**src/rtl/if_pkg.sv**
```systemverilog
// Shared types and constants for the instruction fetch stage.
package if_pkg;

  // Fetch FSM states.
  typedef enum logic [1:0] {
    StIdle  = 2'd0,
    StReq   = 2'd1,
    StWait  = 2'd2,
    StDrain = 2'd3
  } if_state_e;

  // Instruction presented to decode when nothing is buffered (addi x0, x0, 0).
  localparam logic [31:0] NopInst = 32'h0000_0013;

  // Default fetch address after reset.
  localparam logic [31:0] DefaultResetPc = 32'h0000_0000;

endpackage

```
**src/rtl/if_fifo.sv**
```systemverilog
// Instruction buffer: small circular FIFO with a single-cycle flush.
module if_fifo #(
  parameter int unsigned DEPTH = 2,
  parameter int unsigned WIDTH = 64
) (
  input  logic                   clk,
  input  logic                   reset,
  input  logic                   push,
  input  logic [WIDTH-1:0]       wdata,
  input  logic                   pop,
  input  logic                   flush,
  output logic [WIDTH-1:0]       rdata,
  output logic                   empty,
  output logic [$clog2(DEPTH):0] count
);

  localparam int unsigned AW = $clog2(DEPTH);
  localparam logic [AW-1:0] PtrOne = 1;
  localparam logic [AW:0]   CntOne = 1;

  logic [WIDTH-1:0] mem_q [DEPTH];
  logic [AW-1:0]    wptr_q, rptr_q;
  logic [AW:0]      count_q;
  logic             do_push, do_pop;

  // Flush dominates: nothing is written or consumed in a flush cycle.
  assign empty   = (count_q == '0);
  assign do_push = push & ~flush;
  assign do_pop  = pop & ~empty & ~flush;
  assign rdata   = mem_q[rptr_q];
  assign count   = count_q;

  // Pointer and occupancy tracking; DEPTH is a power of two so pointers wrap naturally.
  always_ff @(posedge clk or negedge reset) begin
    if (!reset) begin
      wptr_q  <= '0;
      rptr_q  <= '0;
      count_q <= '0;
    end else if (flush) begin
      wptr_q  <= '0;
      rptr_q  <= '0;
      count_q <= '0;
    end else begin
      if (do_push) wptr_q <= wptr_q + PtrOne;
      if (do_pop)  rptr_q <= rptr_q + PtrOne;
      unique case ({do_push, do_pop})
        2'b10:   count_q <= count_q + CntOne;
        2'b01:   count_q <= count_q - CntOne;
        default: count_q <= count_q;
      endcase
    end
  end

  // Storage array; contents are don't-care while empty so no reset is needed.
  always_ff @(posedge clk) begin
    if (do_push) mem_q[wptr_q] <= wdata;
  end

endmodule

```
**src/rtl/if_stage.sv**
```systemverilog
// Instruction fetch stage: one-outstanding memory fetch FSM feeding a small buffer.
module if_stage
  import if_pkg::*;
#(
  parameter logic [31:0] RESET_PC   = DefaultResetPc,
  parameter int unsigned FIFO_DEPTH = 2
) (
  input  logic        clk,
  input  logic        reset,
  output logic        imem_req,
  output logic [31:0] imem_addr,
  input  logic        imem_gnt,
  input  logic        imem_rvalid,
  input  logic [31:0] imem_rdata,
  output logic        inst_valid,
  input  logic        inst_ready,
  output logic [31:0] inst,
  output logic [31:0] pc,
  output logic [31:0] pc4,
  input  logic        redirect,
  input  logic [31:0] redirect_addr
);

  localparam int unsigned CntW = $clog2(FIFO_DEPTH) + 1;

  if_state_e   state_q, state_d;
  logic [31:0] fetch_pc_q, fetch_pc_d;
  logic [31:0] req_pc_q, req_pc_d;
  logic [31:0] redirect_pc;
  logic [CntW-1:0] fifo_count;
  logic [63:0] head;
  logic        fifo_empty, outstanding, push, pop, issue_ok, space_after_push;

  assign outstanding = (state_q == StWait) || (state_q == StDrain);
  assign redirect_pc = {redirect_addr[31:2], 2'b00};

  // Redirect flushes the buffer, so it also suppresses this cycle's push and pop.
  assign push = (state_q == StWait) && imem_rvalid && !redirect;
  assign pop  = inst_valid && inst_ready && !redirect;

  // Issue only when the reply is guaranteed a free slot.
  assign issue_ok         = (32'(fifo_count) + 32'(outstanding)) < FIFO_DEPTH;
  assign space_after_push = (32'(fifo_count) + 32'd1 - 32'(pop)) < FIFO_DEPTH;

  // Next-state, fetch address and in-flight request address.
  always_comb begin
    state_d    = state_q;
    fetch_pc_d = fetch_pc_q;
    req_pc_d   = req_pc_q;
    unique case (state_q)
      StIdle: begin
        if (redirect || issue_ok) state_d = StReq;
      end
      StReq: begin
        if (imem_gnt) begin
          req_pc_d   = fetch_pc_q;
          fetch_pc_d = fetch_pc_q + 32'd4;
          state_d    = redirect ? StDrain : StWait;
        end
      end
      StWait: begin
        if (redirect)         state_d = imem_rvalid ? StReq : StDrain;
        else if (imem_rvalid) state_d = space_after_push ? StReq : StIdle;
      end
      StDrain: begin
        if (imem_rvalid) state_d = StReq;
      end
      default: state_d = StIdle;
    endcase
    if (redirect) fetch_pc_d = redirect_pc;
  end

  // State registers.
  always_ff @(posedge clk or negedge reset) begin
    if (!reset) begin
      state_q    <= StIdle;
      fetch_pc_q <= RESET_PC;
      req_pc_q   <= '0;
    end else begin
      state_q    <= state_d;
      fetch_pc_q <= fetch_pc_d;
      req_pc_q   <= req_pc_d;
    end
  end

  if_fifo #(
    .DEPTH (FIFO_DEPTH),
    .WIDTH (64)
  ) u_fifo (
    .clk   (clk),
    .reset (reset),
    .push  (push),
    .wdata ({req_pc_q, imem_rdata}),
    .pop   (pop),
    .flush (redirect),
    .rdata (head),
    .empty (fifo_empty),
    .count (fifo_count)
  );

  assign imem_req   = (state_q == StReq);
  assign imem_addr  = imem_req ? fetch_pc_q : '0;
  assign inst_valid = !fifo_empty;
  assign inst       = fifo_empty ? NopInst : head[31:0];
  assign pc         = fifo_empty ? '0 : head[63:32];
  assign pc4        = fifo_empty ? '0 : head[63:32] + 32'd4;

endmodule

```
**config.mk**
```make
export PLATFORM = sky130hd
export DESIGN_NAME = if_stage
export DESIGN_NICKNAME = d
export VERILOG_FILES = /design/src/rtl/if_pkg.sv /design/src/rtl/if_fifo.sv /design/src/rtl/if_stage.sv
export SDC_FILE = /design/constraint.sdc
export NUM_CORES = 1
export LEC_CHECK = 0
export BUFFER_PORTS_ARGS = -buffer_cell sky130_fd_sc_hd__buf_2
export CELL_PAD_IN_SITES_DETAIL_PLACEMENT = 1
export CELL_PAD_IN_SITES_GLOBAL_PLACEMENT = 1
export CORE_ASPECT_RATIO = 0.5
export CORE_MARGIN = 2
export CORE_UTILIZATION = 35
export CTS_CLUSTER_SIZE = 28
export DETAILED_ROUTE_END_ITERATION = 16
export HOLD_SLACK_MARGIN = 0.08
export PLACE_DENSITY = 0.81
export SYNTH_ARGS = -nofsm -noshare
export SYNTH_HDL_FRONTEND = slang
export SYNTH_SLANG_ARGS = --single-unit
```
**constraint.sdc**
```tcl
create_clock -name clk -period 6.4 [get_ports clk]
set_input_delay 0.64 -clock clk [delete_from_list [all_inputs] [get_ports clk]]
set_output_delay 0.64 -clock clk [all_outputs]
set_load 0.05 [all_outputs]
```
Word level (Yosys, flattened, before mapping)
Memory sizes are Yosys's and may differ from the RTL's. Index checks and enable logic that the tools add are counted.

Flip-flop bits (word level): 70. Input bits: 70. Output and inout port bits: 130. Memories: 1. Logic and storage cells: 74. Bits in writable memories: 128.

Memory list: u_fifo.mem_q (words 2, width 64, read ports 1, clocked after memory_dff 0, wr ports 1, RTL line if_fifo.sv:21) `logic [WIDTH-1:0] mem_q [DEPTH];`.

Muxes and demuxes: 24. Eq/ne operators: 9. Add/sub/neg operators: 9. Bitwise operators: 5. Reduce and logical (&&, ||, !) cells: 18. Order comparisons: 2.

Operators with widths (number): $mux W32 (7); $add A32 B3 Y32 const B (2); $lt A32 B2 Y1 const B (1); $mux W2 (7); $mux W1 (8); $pmux W2 S4 (1); $reduce_bool A2 Y1 (4); $eq A2 B2 Y1 const B (3); $eq A2 B1 Y1 const B (2); $logic_and A1 B1 Y1 (4); $logic_not A2 Y1 (2); $ne A2 B2 Y1 const B (2); $pmux W2 S2 (1); $reduce_and A2 Y1 (2); $reduce_and A4 Y1 (1); $sub A3 B1 Y4 (1); $add A2 B1 Y3 (1); $add A2 B1 Y3 const B (1); $and A1 B1 Y1 (3); $lt A3 B2 Y1 const B (1); $ne A3 B3 Y1 const B (1); $reduce_bool A3 Y1 (1); $add A1 B1 Y1 const B (2); $add A2 B1 Y2 const B (1); other kinds (5) (8).

Depth between registers and ports, before layout
Depth in word-level cells: 10. Mapped depth: 11. Depth with buffers taken out: 7.

Hierarchy
Synthesis repeated with hierarchy kept, for this count alone.

Cell total of the unflattened synthesis: 738. Area, all modules: 9247.6 sq um.

Modules (own cells, without submodules): if_fifo (cells an instance 221, times used 1, sequential area each 3943.8 sq um, area each 4849.7 sq um); if_stage (cells an instance 517, times used 1, sequential area each 1551.5 sq um, area each 4398.0 sq um).

Least setup slack after synthesis
OpenSTA, ideal clock, no wires.

Path type: input -> register. From: in redirect. To: mem u_fifo.mem_q[1][0] (enable). Buffers on the path: 3. Stages: 4. Required time: 5829 ps. Arrival time: 5758 ps. Path slack: 71 ps. Setup time: 571 ps. Cell sequence: clkbuf_1 -> clkbuf_1 -> clkbuf_1 -> nor3b_1.

Cells in the longest elaborated chain, start to end: 5. Elaborated cells on any way between the ends: 6. Classes of those cells: mux (2); bitwise (2); reduce/logical (2).

RTL lines: start, declared (RTL line if_stage.sv:20) `input logic redirect,`; $logic_not A1 Y1 (RTL line if_stage.sv:38) `assign push = (state_q == StWait) && imem_rvalid && !redirect;`; $logic_and A1 B1 Y1 (RTL line if_stage.sv:38); $and A1 B1 Y1 (*) (RTL line if_fifo.sv:28) `assign do_push = push & ~flush;`; $mux W1 (*) (RTL line if_fifo.sv:56) `if (do_push) mem_q[wptr_q] <= wdata;`; $mux W1 (not written as such) (*) (RTL line if_fifo.sv:56); end, declared (RTL line if_fifo.sv:21).

Every way passes the cells marked *; elsewhere a longest branch is shown, timed or not.

Worst setup path in the final report
From: reg u_fifo.rptr_q. To: out pc4[29].

Cells in the longest elaborated chain, start to end: 3.

RTL lines: start, declared (RTL line if_fifo.sv:22) `logic [AW-1:0] wptr_q, rptr_q;`; start signal, assigned (RTL line if_fifo.sv:45) `if (do_pop) rptr_q <= rptr_q + PtrOne;`; $mem_v2 Z2 W64; $add A32 B3 Y32 (RTL line if_stage.sv:106) `assign pc4 = fifo_empty ? '0 : head[63:32] + 32'd4;`; $mux W32 (RTL line if_stage.sv:106); end, declared (RTL line if_stage.sv:19) `output logic [31:0] pc4,`.

No other way between the ends.

==> impl_metrics.toml <==
[outcome]
status = "finished, final reports clean"

[finish]
final_common_cell = "buf_2"
final_layout_size_suffix_gt1_frac = 0.259
final_cell_mix = "buf_2 (191), nand2_1 (156), edfxtp_1 (124)"
area_growth_pct = 20.3
final_cell_count_no_fill = 1336
nNetsFinal = 1055
diodes = 0

[routing]
num_vias = 6584
wl_per_cell_um = 17.5
drtIter0Drc = 364
drtAntennaViolNets = 0
drc_errors = 0
vias_per_cell = 4.93
wl_mm = 23.4
first_pass_iters = 4

[synthesis]
synthSimpleGateAreaFrac = 0.193
synth_top_family_by_area = "simple AND/OR/NAND/NOR gates"
ys_seq_area_frac = 0.595
yosysUniqueCellTypes = 59
ys_seq_elements = 190
syn_inst = 804
synthFlopType = "edfxtp_1"
yosysWarnings = 0
async_reset_ff_frac = 0.347
synth_xor_area_frac = 0.0427
synth_compound_area_frac = 0.0546
syn_avg_cell_area_um2 = 11.2
synth_area_um2 = 9030
synthAdderAreaFrac = 0.00832
synth-edff-count = 124
synth.area.mux_share = 0.0739

[placement]
place_inst = 1304
globalplace.congestion = 0.795
pre_cts_ws_ns = 2.55
detailedPlacementHpwl_mm = 16.9
port_buffers = 191

[setup_path]
critPathMaxFanout = 51
path_delay_family = "flip-flops"
worst_setup_path_start_kind = "flip-flop"
endpoint_kind = "output pin"
crit_chain = "buf_4 -> nand4_1 -> a22oi_2 -> nand4_2 -> nor4_1 -> mux2_2 -> buf_2"
slowest_stage = "dfrtp_4"
max_stage_delay_ns = 0.91
crit_required_ns = 5.76
path_class = "reg2out"
worstPathArrival_ns = 3.63
crit_buf_inv = 2

[timing]
rsz0062_at_grt = "false"
hold_viol_final = 0
tightest_slew_ns = 1.05
skew_ns = 0.0122
layout_setup_ws_ns = 2.13
worst_hold_slack_ns = 0.367
fin_crit_sh = 0.667
fmax_ghz = 0.234
maxSlewViolCount = 0
relSlewSlack = 0.297
finalCriticalPeriod_ns = 4.27
setup_violations = 0
tns_ns = 0

[floorplanning]
pin_count = 200
die_w_um = 231
core_um2 = 25300
die_h_um = 118
start_util = 0.357
die_area_um2 = 27200
rows = 41

[clocking]
cts.sinks = 190
cts_resized = 0
cts_root_buf = "clkbuf_16"
cts_hold_buf = 0
tritoncts = "yes"
cts_buffers = 17
post_cts_buffers = 0
clockBufferDepth = 2
clk_pin_slew_ns = 0.08
clock_latency_ns = 0.44
cts.htree.levels = 4

[power]
leakage_nw = 4.44
pwr-share-clk = 0.289
switching_share = 0.371
p_per_area_nw_per_um2 = 333
intPower_w = 0.00228
sequentialPowerShare = 0.462
ir_drop_uv = 167
switching_power_w = 0.00134
comb_power_share = 0.250

[global_routing]
antenna_found_initial = 0
track_usage = 0.174
grt_pass1_wl_mm = 37.1
grt-ovfl-total = 0
grt_pass1_vias = 6845
grt_max_degree = 76

[min_path]
min_path_type = "in2async"

[run]
drv_cap = 0
synth_stat cells (all sizes together) (2+ instances only):
| cell | count | area [um^2] |
|---|---|---|
| nand2 | 156 | 586 |
| edfxtp | 124 | 3720 |
| nor2 | 88 | 330 |
| dfrtp | 66 | 1650 |
| mux2i | 61 | 611 |
| o21ai | 39 | 195 |
| and2 | 37 | 231 |
| xor2 | 31 | 272 |
| clkbuf | 28 | 105 |
| nand4 | 25 | 196 |
| nand3 | 21 | 105 |
| buf | 20 | 140 |
| xnor2 | 13 | 114 |
| inv | 9 | 33.8 |
| nor3 | 9 | 45.0 |
| o31ai | 8 | 60.1 |
| a31oi | 6 | 37.5 |
| ha | 6 | 75.1 |
| a21oi | 5 | 36.3 |
| mux2 | 5 | 56.3 |
| nand4b | 5 | 71.3 |
| nor4 | 5 | 37.5 |
| and3 | 4 | 25.0 |
| nand2b | 4 | 32.5 |
| a21boi | 2 | 15.0 |
| a21o | 2 | 15.0 |
| a22oi | 2 | 25.0 |
| nand3b | 2 | 15.0 |
| nor2b | 2 | 12.5 |
| or2 | 2 | 12.5 |
area by class of cell:
cell class,instances,area [um^2]
well taps,344,430
repair buffers,199,1020
inverters,10,37.5
clock inverters,15,168
clock buffers,17,425
flip-flops and latches,190,5380
multi-input cells,561,3410
fillers,2808,14400
per-stage QoR:
step            util  instance area [um^2]  total power, W
6_report       0.429                 10900         0.00362
5_1_grt        0.429                 10900         0.00379
4_1_cts        0.429                 10900         0.00365
3_5_place_dp   0.406                 10300         0.00261
3_3_place_gp   0.406                 10300         0.00255
2_1_floorplan      -                  9050         0.00232
sequential cells by signal (all words and copies together) (netlist names):
register       count
u_fifo.mem_q     124
fetch_pc_q        30
req_pc_q          30
state_q            2
u_fifo.count       2
u_fifo.rptr_q      1
u_fifo.wptr_q      1
worst reg2reg max path, delay by kind of cell (launching register included):
family | cells | cell delay, ns
compound gates | 1 | 0.13
fa+ha+maj | 1 | 0.81
simple gates | 2 | 1.19
buf+inv | 1 | 0.13
flops | 1 | 0.44
logic make-up (layout without fill, tap and decap cells):
logic type,after synthesis,in the layout
xor gates and xnor gates,44,44
DFF,190,190
buffers and inverters,58,241
AOI/OAI and AO/OA,74,74
muxes,66,66
adders and majority gates,6,6
and+or+nand+nor,365,365
other,1,6
power by group through the flow:
stage	Sequential [W]	Clock, W	Combinational, W
6_report	0.00167	0.00104	0.000903
5_1_grt	0.00169	0.00112	0.000979
4_1_cts	0.00167	0.00107	0.000916
3_3_place_gp	0.00167	0	0.000876
3_5_place_dp	0.00170	0	0.000910
2_1_floorplan	0.00162	0	0.000701
metal layers:
metal,GRT usage,part of all wire,vias up
li1,-,-,3155
met1,0.220,0.45,3284
met2,0.302,0.50,112
met3,0.0298,0.030,33
met4,0.0609,0.021,0
met5,0,0,-
final timing paths:
check,from,endpoint,slack [ns],cells past startpoint
hold reg to reg,req_pc_q[30],u_fifo.mem_q[1][62],0.47,0
setup reg to reg,state_q[1],req_pc_q[8],3.53,5
min in group clk,imem_rdata[5],u_fifo.mem_q[1][5],0.38,1
max in group asynchronous,reset,u_fifo.rptr_q,5.38,2
hold / removal,reset,fetch_pc_q[10],0.37,2
setup / recovery,u_fifo.rptr_q,pc4[29],2.13,7
(Power assumes the default switching activity.)
